**src/rtl/crotchet_seq_pkg.sv**
```systemverilog
// Shared types and constants for the crotchet sequencer.
// Optional skip support is enabled with CROTCHET_SEQ_SKIP_EN.
package crotchet_seq_pkg;

   typedef enum logic [1:0] {
      IDLE,
      RUN,
      PAUSE,
      DONE
   } seq_state_e;

   localparam int NUM_CROTCHETS        = 104;
   localparam int CROTCHETS_PER_PHRASE = 8;
   localparam int LAST_PHRASE          = 12;
   localparam int MIN_PERIOD           = 2;

   localparam int PERIOD_W   = 20;
   localparam int CROTCHET_W = 7;
   localparam int PHRASE_W   = 4;

   function automatic logic [PERIOD_W-1:0] clamp_period(
      input logic [PERIOD_W-1:0] p
   );
      if (p < PERIOD_W'(MIN_PERIOD))
         return PERIOD_W'(MIN_PERIOD);
      return p;
   endfunction

endpackage

```
**src/rtl/crotchet_sequencer_if.sv**
```systemverilog
// Control and status bundle between a transport controller and
// the crotchet sequencer.
interface crotchet_sequencer_if;
   import crotchet_seq_pkg::*;

   logic                  start;
   logic                  pause;
   logic                  stop;
   logic                  skip;
   logic                  loop;
   logic [PERIOD_W-1:0]   tempo_period;
   logic [CROTCHET_W-1:0] crotchet;
   logic                  crotchet_pulse;
   logic [PHRASE_W-1:0]   phrase;
   logic                  running;
   logic                  done;

   modport master (
      output start, pause, stop, skip, loop, tempo_period,
      input  crotchet, crotchet_pulse, phrase, running, done
   );

   modport slave (
      input  start, pause, stop, skip, loop, tempo_period,
      output crotchet, crotchet_pulse, phrase, running, done
   );

endinterface

```
**src/rtl/tempo_divider.sv**
```systemverilog
// Beat timer: latches and clamps the tempo period, counts each
// beat down to zero and flags the crotchet boundary.
module tempo_divider
   import crotchet_seq_pkg::*;
(
   input  logic                clk,
   input  logic                rst_n,
   input  logic                clr,
   input  logic                load,
   input  logic                run,
   input  logic                active,
   input  logic                hold,
   input  logic [PERIOD_W-1:0] period_in,
   output logic                boundary
);

   logic [PERIOD_W-1:0] period_q, period_d;
   logic [PERIOD_W-1:0] cnt_q, cnt_d;
   logic [PERIOD_W-1:0] period_c;

   always_comb begin
      period_c = clamp_period(period_in);
      period_d = period_q;
      cnt_d    = cnt_q;
      if (clr) begin
         cnt_d = '0;
      end else if (load) begin
         period_d = period_c;
         cnt_d    = period_c - PERIOD_W'(1);
      end else if (active && !hold && cnt_q != '0) begin
         cnt_d = cnt_q - PERIOD_W'(1);
      end
   end

   always_ff @(posedge clk) begin
      if (!rst_n) begin
         period_q <= PERIOD_W'(MIN_PERIOD);
         cnt_q    <= '0;
      end else begin
         period_q <= period_d;
         cnt_q    <= cnt_d;
      end
   end

   assign boundary = run && (cnt_q == '0);

endmodule

```
**src/rtl/crotchet_sequencer.sv**
```systemverilog
// Crotchet playback sequencer: 104 crotchets in 13 phrases of 8.
// Define CROTCHET_SEQ_SKIP_EN to enable the skip-to-next-phrase input.
module crotchet_sequencer
   import crotchet_seq_pkg::*;
(
   input logic                 clk,
   input logic                 rst_n,
   crotchet_sequencer_if.slave bus
);

   localparam logic [CROTCHET_W-1:0] LAST_CROTCHET =
      CROTCHET_W'(NUM_CROTCHETS - 1);

   seq_state_e            state_q, state_d;
   logic [CROTCHET_W-1:0] crot_q, crot_d;
   logic                  pulse_q, pulse_d;
   logic                  running_q, running_d;
   logic                  done_q, done_d;

   logic                  load;
   logic                  clr;
   logic                  boundary;
   logic                  adv;
   logic                  past_end;
   logic [CROTCHET_W-1:0] tgt;

   tempo_divider u_div (
      .clk       (clk),
      .rst_n     (rst_n),
      .clr       (clr),
      .load      (load),
      .run       (state_q == RUN),
      .active    (state_q == RUN || state_q == PAUSE),
      .hold      (bus.pause),
      .period_in (bus.tempo_period),
      .boundary  (boundary)
   );

   always_comb begin
      state_d  = state_q;
      crot_d   = crot_q;
      pulse_d  = 1'b0;
      load     = 1'b0;
      clr      = 1'b0;
      adv      = 1'b0;
      past_end = 1'b0;
      tgt      = crot_q + CROTCHET_W'(1);
      if (bus.stop) begin
         state_d = IDLE;
         crot_d  = '0;
         clr     = 1'b1;
      end else begin
         case (state_q)
            IDLE, DONE: begin
               if (bus.start) begin
                  state_d = RUN;
                  crot_d  = '0;
                  pulse_d = 1'b1;
                  load    = 1'b1;
               end
            end
            RUN, PAUSE: begin
`ifdef CROTCHET_SEQ_SKIP_EN
               if (bus.skip) begin
                  adv      = 1'b1;
                  tgt      = {crot_q[6:3] + 4'd1, 3'b000};
                  past_end = (crot_q[6:3] == PHRASE_W'(LAST_PHRASE));
               end else
`endif
               if (boundary) begin
                  adv      = 1'b1;
                  past_end = (crot_q == LAST_CROTCHET);
               end else if (state_q == RUN && bus.pause) begin
                  state_d = PAUSE;
               end else if (state_q == PAUSE && !bus.pause) begin
                  state_d = RUN;
               end
            end
         endcase
         // Past the final crotchet either wrap to the top or finish.
         if (adv) begin
            if (past_end && !bus.loop) begin
               state_d = DONE;
               crot_d  = LAST_CROTCHET;
               clr     = 1'b1;
            end else begin
               crot_d  = past_end ? '0 : tgt;
               pulse_d = 1'b1;
               load    = 1'b1;
            end
         end
      end
      running_d = (state_d == RUN) || (state_d == PAUSE);
      done_d    = (state_d == DONE);
   end

   always_ff @(posedge clk) begin
      if (!rst_n) begin
         state_q   <= IDLE;
         crot_q    <= '0;
         pulse_q   <= 1'b0;
         running_q <= 1'b0;
         done_q    <= 1'b0;
      end else begin
         state_q   <= state_d;
         crot_q    <= crot_d;
         pulse_q   <= pulse_d;
         running_q <= running_d;
         done_q    <= done_d;
      end
   end

   assign bus.crotchet       = crot_q;
   assign bus.crotchet_pulse = pulse_q;
   assign bus.phrase         = crot_q[6:3];
   assign bus.running        = running_q;
   assign bus.done           = done_q;

endmodule

```
**src/flat_wrapper.sv**
```systemverilog
// flat-port wrapper written by rule: the top's interface ports become plain ports
module crotchet_sequencer_flat import crotchet_seq_pkg::*;
  (clk, rst_n, bus_start, bus_pause, bus_stop, bus_skip, bus_loop, bus_tempo_period, bus_crotchet, bus_crotchet_pulse, bus_phrase, bus_running, bus_done);
  crotchet_sequencer_if bus_i ();
  input logic clk;
  input logic rst_n;
  input wire logic [$bits(bus_i.start)-1:0] bus_start;
  input wire logic [$bits(bus_i.pause)-1:0] bus_pause;
  input wire logic [$bits(bus_i.stop)-1:0] bus_stop;
  input wire logic [$bits(bus_i.skip)-1:0] bus_skip;
  input wire logic [$bits(bus_i.loop)-1:0] bus_loop;
  input wire logic [$bits(bus_i.tempo_period)-1:0] bus_tempo_period;
  output wire logic [$bits(bus_i.crotchet)-1:0] bus_crotchet;
  output wire logic [$bits(bus_i.crotchet_pulse)-1:0] bus_crotchet_pulse;
  output wire logic [$bits(bus_i.phrase)-1:0] bus_phrase;
  output wire logic [$bits(bus_i.running)-1:0] bus_running;
  output wire logic [$bits(bus_i.done)-1:0] bus_done;
  assign bus_i.start = bus_start;
  assign bus_i.pause = bus_pause;
  assign bus_i.stop = bus_stop;
  assign bus_i.skip = bus_skip;
  assign bus_i.loop = bus_loop;
  assign bus_i.tempo_period = bus_tempo_period;
  assign bus_crotchet = bus_i.crotchet;
  assign bus_crotchet_pulse = bus_i.crotchet_pulse;
  assign bus_phrase = bus_i.phrase;
  assign bus_running = bus_i.running;
  assign bus_done = bus_i.done;
  crotchet_sequencer u_core (.clk(clk), .rst_n(rst_n), .bus(bus_i));
endmodule
```
**config.mk**
```make
export PLATFORM = sky130hd
export DESIGN_NAME = crotchet_sequencer_flat
export DESIGN_NICKNAME = d
export VERILOG_FILES = /design/src/rtl/crotchet_seq_pkg.sv /design/src/rtl/crotchet_sequencer_if.sv /design/src/rtl/tempo_divider.sv /design/src/rtl/crotchet_sequencer.sv /design/src/flat_wrapper.sv
export SDC_FILE = /design/constraint.sdc
export NUM_CORES = 1
export LEC_CHECK = 0
export CORE_MARGIN = 3
export CORE_UTILIZATION = 48
export CTS_CLUSTER_DIAMETER = 50
export DETAILED_ROUTE_END_ITERATION = 6
export MAX_ROUTING_LAYER = met4
export PLACE_DENSITY = 0.77
export REMOVE_ABC_BUFFERS = 1
export SYNTH_ARGS = -nofsm -noshare
export SYNTH_HDL_FRONTEND = slang
export SYNTH_SLANG_ARGS = --single-unit
```
**constraint.sdc**
```tcl
create_clock -name clk -period 3.1 [get_ports clk]
set_input_delay 0.465 -clock clk [delete_from_list [all_inputs] [get_ports clk]]
set_output_delay 0.465 -clock clk [all_outputs]
set_load 0.005 [all_outputs]
```
Yosys cells after proc, flatten, opt, wreduce, memory -nomap -nowiden
Cells that the tools add are included.
{"block": "totals", "reg_bits": 32, "inputBits": 27, "out_inout_bits": 14, "wordCells": 71}
{"block": "op_classes", "n_addsub": 3, "magnitude_cmp": 1, "eq_ne": 7, "mux": 32, "bitwise_logic": 1, "n_reduce_logical": 21}
{"operator": "20-bit two-way mux", "n": 4}
{"operator": "20-bit by 1-bit subtractor with 20-bit output (second input constant)", "n": 2}
{"operator": "7-bit two-way mux", "n": 5}
{"operator": "20-bit logical NOT", "n": 1}
{"operator": "20-bit by 2-bit < comparator with 1-bit output (second input constant)", "n": 1}
{"operator": "20-bit nonzero test", "n": 1}
{"operator": "1-bit two-way mux", "n": 15}
{"operator": "2-bit two-way mux", "n": 7}
{"operator": "2-bit == test (second input constant)", "n": 4}
{"operator": "2-bit OR reduction", "n": 4}
{"operator": "7-bit by 1-bit adder with 7-bit output (second input constant)", "n": 1}
{"operator": "7-bit == test (second input constant)", "n": 1}
{"operator": "1-bit logical AND", "n": 6}
{"operator": "2-bit nonzero test", "n": 3}
{"operator": "2-bit by 1-bit == test with 1-bit output (second input constant)", "n": 2}
{"operator": "2-bit one-hot mux with 2 select lines", "n": 1}
{"operator": "1-bit logical NOT", "n": 2}
{"operator": "2-bit logical NOT", "n": 1}
{"operator": "1-bit logical OR", "n": 2}
{"operator": "2-bit AND reduction", "n": 1}
{"operator": "1-bit NOT", "n": 1}

Longest topological paths before layout
{"block": "depth", "word_depth": 11, "depth_mapped": 17, "depth_no_buf": 13}

Modules after synthesis
From an unflattened synthesis, not the netlist that was laid out.
{"block": "hier_totals", "cells_unflattened": 307, "hier_area_um2": 2427.3}
{"mod": "tempo_divider", "instances": 1, "cells_per_inst": 219, "area_each_um2": 1675.4, "seq_area_each_um2": 400.4}
{"mod": "crotchet_sequencer", "instances": 1, "cells_per_inst": 88, "area_each_um2": 752.0, "seq_area_each_um2": 240.2}

Worst setup path after synthesis
No wires, ideal clock.
{"block": "synth_path", "path_kind": "register to register", "startpoint": "register u_core.state_q[0]", "endpoint": "register u_core.u_div.cnt_q[18]", "setup_time_ns": 0.120, "t_arrival_ns": 3.201, "required_ns": 2.980, "setup_slack_ns": -0.221, "stages_incl_launch_ff": 18, "path_buffers": 4, "period_less_slack_ns": 3.321, "cell_sequence": "dfxtp_1 -> inv_1 -> ha_1 -> nor2b_1 -> and4_1 -> buf_6 -> a31oi_4 -> buf_6 -> buf_2 -> nor2_1 -> a21oi_1 -> ha_1 -> clkbuf_1 -> nand3_1 -> nor3b_1 -> mux2i_1 -> mux2i_1 -> or2_1"}
{"block": "synth_between", "elab_chain_cells": 10, "word_cells_on_any_way": 27, "classes_between": "eq/ne (3); mux (14); reduce/logical (10)"}
{"element": "from (decl)", "line": "crotchet_sequencer.sv:14", "rtl": "seq_state_e state_q, state_d;"}
{"element": "from (signal assigned)", "line": "crotchet_sequencer.sv:105", "rtl": "state_q <= state_d;"}
{"element": "2-bit by 1-bit == test with 1-bit output", "line": "crotchet_sequencer.sv:32, crotchet_sequencer.sv:33, crotchet_sequencer.sv:53"}
{"element": "1-bit logical AND", "line": "tempo_divider.sv:45", "rtl": "assign boundary = run && (cnt_q == '0);"}
{"element": "1-bit two-way mux", "line": "crotchet_sequencer.sv:70", "rtl": "if (boundary) begin"}
{"element": "1-bit two-way mux", "line": "crotchet_sequencer.sv:53", "rtl": "case (state_q)"}
{"element": "1-bit two-way mux", "line": "crotchet_sequencer.sv:48", "rtl": "if (bus.stop) begin"}
{"element": "1-bit logical AND", "line": "crotchet_sequencer.sv:82", "rtl": "if (past_end && !bus.loop) begin"}
{"element": "1-bit two-way mux", "line": "crotchet_sequencer.sv:82"}
{"element": "1-bit two-way mux", "line": "crotchet_sequencer.sv:81", "rtl": "if (adv) begin"}
{"element": "1-bit two-way mux", "line": "crotchet_sequencer.sv:48"}
{"element": "20-bit two-way mux, or another cell as far along", "line": "tempo_divider.sv:27", "rtl": "end else if (load) begin"}
{"element": "to (signal assigned)", "line": "tempo_divider.sv:41", "rtl": "cnt_q <= cnt_d;"}
{"element": "to (decl)", "line": "tempo_divider.sv:18", "rtl": "logic [PERIOD_W-1:0] cnt_q, cnt_d;"}
Parallel ways exist; a longest one is shown, timed or not. The select of a mux whose other input is x is not followed.
A chain may end at the register's enable or synchronous reset.

Worst setup path after layout
{"block": "layout_path", "startpoint": "input port bus_tempo_period[15]", "endpoint": "register u_core.u_div.cnt_q[16]"}
{"block": "layout_between", "elab_chain_cells": 5}
{"element": "from (decl)", "line": "flat_wrapper.sv:12", "rtl": "input wire logic [$bits(bus_i.tempo_period)-1:0] bus_tempo_period;"}
{"element": "20-bit by 2-bit < comparator with 1-bit output", "line": "crotchet_seq_pkg.sv:24", "rtl": "if (p < PERIOD_W'(MIN_PERIOD))"}
{"element": "1-bit two-way mux", "line": "crotchet_seq_pkg.sv:24"}
{"element": "20-bit two-way mux *", "line": "crotchet_seq_pkg.sv:26", "rtl": "return p;"}
{"element": "20-bit by 1-bit subtractor with 20-bit output *", "line": "tempo_divider.sv:29", "rtl": "cnt_d = period_c - PERIOD_W'(1);"}
{"element": "20-bit two-way mux *", "line": "tempo_divider.sv:27"}
Every way passes the cells marked *; elsewhere a longest branch is shown, timed or not.

==> flow_summary.html <==
<table>
<tr><th>Metric</th><th>Value</th></tr>
<tr><th colspan="2">Placed design</th></tr>
<tr><td>RD Place Congestion</td><td>0.872</td></tr>
<tr><td>Detail Placement HPWL</td><td>4430 um</td></tr>
<tr><td>Number of I/O port buffers</td><td>39</td></tr>
<tr><th colspan="2">GRT</th></tr>
<tr><td>Vias in the first global route</td><td>2192</td></tr>
<tr><td>First-pass GRT wire length</td><td>9700 um</td></tr>
<tr><td>Total grt overflow</td><td>0</td></tr>
<tr><td>Maximum number of pins on one net before global-route repair</td><td>19</td></tr>
<tr><td>Global-route total usage across every layer</td><td>22.5%</td></tr>
<tr><td>Number of antenna violations at the first check in global routing</td><td>0</td></tr>
<tr><th colspan="2">Cells and area</th></tr>
<tr><td>Count of inserted antenna diode cells</td><td>0</td></tr>
<tr><td>Layout cell share with drive strength beyond 1</td><td>15.9%</td></tr>
<tr><td># nets final</td><td>396</td></tr>
<tr><td>Syn-to-layout area delta</td><td>31.0%</td></tr>
<tr><td>FF/Latch Area</td><td>641 um^2</td></tr>
<tr><td>Area used by multi-input combinational logic</td><td>0.00155 mm^2</td></tr>
<tr><td>Total of fill cells in the finished design</td><td>379</td></tr>
<tr><th colspan="2">Hold path</th></tr>
<tr><td>End point of the most critical hold path</td><td>u_core.u_div.cnt_q[19]</td></tr>
<tr><td>Hold path cells</td><td>2</td></tr>
<tr><td>Hold WC Path Type</td><td>flip-flop to flip-flop</td></tr>
<tr><td>Min-Delay Startpoint</td><td>u_core.u_div.cnt_q[19]</td></tr>
<tr><th colspan="2">Route</th></tr>
<tr><td>Wirelength per Cell</td><td>14.2 um</td></tr>
<tr><td>Post-detailed-route DRC marker count</td><td>0</td></tr>
<tr><td>Residual antenna-violating net count after detailed routing</td><td>0</td></tr>
<tr><td>Detailed-router iteration count before antenna repair</td><td>4</td></tr>
<tr><td>Via-per-instance ratio</td><td>5.87</td></tr>
<tr><td>Detailed Route Iter0 Violations</td><td>126</td></tr>
<tr><td>Total length of routed wires</td><td>5900 um</td></tr>
<tr><td>Total via count after detailed routing</td><td>2442</td></tr>
<tr><th colspan="2">Synthesis</th></tr>
<tr><td>Top-area cell type share of the netlist area</td><td>27.6%</td></tr>
<tr><td>Cell type with the largest total area after synthesis</td><td>dfxtp_1</td></tr>
<tr><td>Syn Area/Cell</td><td>7.75 um^2</td></tr>
<tr><td>Main combinational cell family by area after synthesis</td><td>simple AND/OR/NAND/NOR gates</td></tr>
<tr><td>Portion of the post-synthesis area used by sequential elements</td><td>27.6%</td></tr>
<tr><td>Fraction of synthesized cell area in xor and xnor cells</td><td>10.2%</td></tr>
<tr><td>Library cells used by synthesis</td><td>55</td></tr>
<tr><td>Prevailing post-synth register cell</td><td>dfxtp_1</td></tr>
<tr><td>Number of flops mapped to enable cells by yosys</td><td>0</td></tr>
<tr><td>Number of instances in the synthesized netlist</td><td>299</td></tr>
<tr><td>Most used standard cells in the synthesized netlist</td><td>nor2_1, dfxtp_1, a21oi_1, nand2_1, nand3_1</td></tr>
<tr><td>Main area contributors after synthesis</td><td>dfxtp_1, nor2_1, xor2_1</td></tr>
<tr><td>#FFs+latches synth</td><td>32</td></tr>
<tr><td>Synthesized-area fraction occupied by adder cells</td><td>2.70%</td></tr>
<tr><td>Mux cell area share after synthesis</td><td>1.30%</td></tr>
<tr><td>Area of the mapped netlist</td><td>0.00232 mm^2</td></tr>
<tr><td>Warnings from Yosys</td><td>0</td></tr>
<tr><td>Fraction of registers with async set/reset</td><td>0%</td></tr>
<tr><td>Most repeated cell in the gate-level netlist after synthesis</td><td>nor2_1</td></tr>
<tr><td>Simple-gate area share of the yosys netlist</td><td>31.4%</td></tr>
<tr><td>Synth Area in Compound Gates</td><td>20.7%</td></tr>
<tr><th colspan="2">Timing</th></tr>
<tr><td>Final hold violation count</td><td>0</td></tr>
<tr><td>Sum of negative setup slack</td><td>0 ns</td></tr>
<tr><td>Setup clock skew after layout</td><td>0.00879 ns</td></tr>
<tr><td>Final setup violation count</td><td>0</td></tr>
<tr><td>Final worst path period share</td><td>94.0%</td></tr>
<tr><td>Normalized max-slew margin</td><td>45.7%</td></tr>
<tr><td>Tightest Pin Transition</td><td>0.812 ns</td></tr>
<tr><td>Upper clock frequency limit</td><td>343 MHz</td></tr>
<tr><td>Final Critical Period</td><td>2.91 ns</td></tr>
<tr><td>Number of slew-limit violations in the final report</td><td>0</td></tr>
<tr><th colspan="2">Setup path</th></tr>
<tr><td>Data arrival, critical path</td><td>3.12 ns</td></tr>
<tr><td>Crit path depth</td><td>12</td></tr>
<tr><td>Depth of the worst register-to-register path</td><td>13</td></tr>
<tr><td>Combined buffer and inverter count along the critical path</td><td>2</td></tr>
<tr><td>CP delay by family, top</td><td>simple AND/OR/NAND/NOR gates</td></tr>
<tr><td>Reg2Reg Setup Slack</td><td>0.20 ns</td></tr>
<tr><td>Launch point of the worst reg-to-reg path</td><td>u_core.state_q[0]</td></tr>
<tr><td>Chain of cells forming the critical path</td><td>clkdlybuf4s50_1 -&gt; or4_1 -&gt; nor2b_2 -&gt; a31oi_1 -&gt; mux2i_2 -&gt; ha_2 -&gt; nand3_1 -&gt; nor3b_2 -&gt; buf_4 -&gt; nand3_1 -&gt; xor2_1 -&gt; a211oi_1</td></tr>
<tr><td>Maximum fanout encountered on the critical timing path</td><td>4</td></tr>
<tr><td>CP peak stage delay</td><td>0.56 ns</td></tr>
<tr><td>Kind of capture point of the worst setup path</td><td>flip-flop</td></tr>
<tr><td>CP required</td><td>3.31 ns</td></tr>
<tr><td>Launching element type of the critical path</td><td>input pin</td></tr>
<tr><td>Worst Setup Path Type</td><td>input pin to flip-flop</td></tr>
<tr><td>FF-to-FF End</td><td>u_core.u_div.cnt_q[16]</td></tr>
<tr><td>Crit path top cell by count</td><td>nand3_1</td></tr>
<tr><td>Cell with the biggest individual delay on the critical path</td><td>or4_1</td></tr>
<tr><th colspan="2">CTS</th></tr>
<tr><td>Later-pin clock latency in the skew report</td><td>0.29 ns</td></tr>
<tr><td># H-tree levels</td><td>2</td></tr>
<tr><td>Post-CTS Repair Setup Buffers</td><td>0</td></tr>
<tr><td>Cts bufs inserted</td><td>5</td></tr>
<tr><td>Clk pin slew, worst setup/hold paths</td><td>0.07 ns</td></tr>
<tr><td>TritonCTS clock tree</td><td>done</td></tr>
<tr><td>Hold buffer count at cts</td><td>0</td></tr>
<tr><td>Buffer cell driving the clock tree root</td><td>clkbuf_8</td></tr>
<tr><td>Clock Path Buffers</td><td>2</td></tr>
<tr><td>Clock net sink count</td><td>32</td></tr>
<tr><th colspan="2">Floorplan</th></tr>
<tr><td>Die area</td><td>0.00570 mm^2</td></tr>
<tr><td>Placeable core region</td><td>0.00450 mm^2</td></tr>
<tr><td>Effective utilization at floorplan</td><td>51.5%</td></tr>
<tr><td>Horiz. Die Dim</td><td>75.5 um</td></tr>
<tr><td>I/O Pins</td><td>41</td></tr>
<tr><td>Chip height</td><td>75.5 um</td></tr>
<tr><td>Number of placement rows</td><td>24</td></tr>
<tr><th colspan="2">Pwr</th></tr>
<tr><td>Pleak</td><td>1.15 nW</td></tr>
<tr><td>IR Drop Worst-Case VDD</td><td>177 uV</td></tr>
<tr><td>Power density relative to cell area</td><td>352 mW/mm^2</td></tr>
<tr><td>Total power consumption of the routed design</td><td>1.07 mW</td></tr>
<tr><th colspan="2">Outcome</th></tr>
<tr><td>Status</td><td>completed</td></tr>
<tr><th colspan="2">Flow run</th></tr>
<tr><td>Number of max-cap violations</td><td>0</td></tr>
</table>
-- sequential cells by signal, indices dropped and copies added, names as in the netlist --
name                       cells
u_core.bus.done                1
u_core.u_div.cnt_q            20
u_core.bus.running             1
u_core.state_q                 2
u_core.bus.crotchet_pulse      1
u_core.bus.crotchet            7
-- worst min-delay path, stage by stage (launching register included) --
cell and delay (ns):
dfxtp_1 0.31, nand3_1 0.07, o22ai_1 0.06
-- logic make-up after synthesis --
| family | after synthesis |
|---|---|
| adder cells (fa/ha/maj) | 5 |
| AO/OA/AOI/OAI | 72 |
| XOR/XNOR | 27 |
| flip-flops | 32 |
| AND/OR/NAND/NOR | 133 |
| buffers and inverters | 27 |
| multiplexers | 3 |
-- where the power goes --
part           switching [mW]  internal [mW]  leakage (nW)
registers              0.0168          0.426         0.260
clock network           0.157          0.152        0.0400
logic                   0.166          0.151         0.852
-- area by class of cell --
cell class | count | share of cell area [%]
well taps | 52 | 2.14
clock buffers | 5 | 2.27
multi-input cells | 240 | 51.1
repair buffers | 75 | 21.7
flip-flops and latches | 32 | 21.1
inverters | 10 | 1.24
clock inverters | 2 | 0.412
-- metrics by stage --
stage / util [%] / cell area, um^2 / cells / hold WS [ns] / setup WS [ns]
floorplan: - / 2210 / 282 / 0.448 / -0.209
global placement: 65.3 / 2940 / 409 / 0.458 / -0.0980
detailed placement: 65.3 / 2940 / 409 / 0.466 / -0.132
CTS: 67.1 / 3020 / 416 / 0.479 / 0.153
global route: 67.4 / 3040 / 416 / 0.506 / -0.0229
finish: 67.4 / 3040 / 416 / 0.481 / 0.186
-- worst max path at each step --
stage,start,end,slack (ns)
floorplan,u_core.state_q[0],u_core.u_div.cnt_q[18],-0.21
global placement,bus_tempo_period[15],u_core.u_div.cnt_q[18],-0.1
detailed placement,bus_tempo_period[15],u_core.u_div.cnt_q[18],-0.13
CTS,bus_tempo_period[15],u_core.u_div.cnt_q[16],0.15
global route,u_core.state_q[0],u_core.u_div.cnt_q[16],-0.02
finish,bus_tempo_period[15],u_core.u_div.cnt_q[16],0.19
-- layout by cell type (no fill, tap or decap), drive strengths merged, types with 10 or more instances in the layout --
cell,n
xor2,15
clkdlybuf4s50,39
nand3,19
nor3,12
nand2,20
nor2,35
inv,10
xnor2,12
buf,36
dfxtp,32
a21oi,25
-- repair_timing --
item,CTS,global route
endpoints found under the setup margin,0,3
resized for setup,0,6
hold endpoints to repair,0,0
-- metal layers --
layer	wire length, um	vias to the layer above	track usage [%]	share of wire, %
li1	-	1222	-	-
met1	2650	1120	27.7	45
met2	2780	90	36.8	47
met3	356	10	4.09	6.0
met4	106	0	8.16	1.8
met5	0	-	-	0
Note: power is estimated with default switching activity, not from simulation.
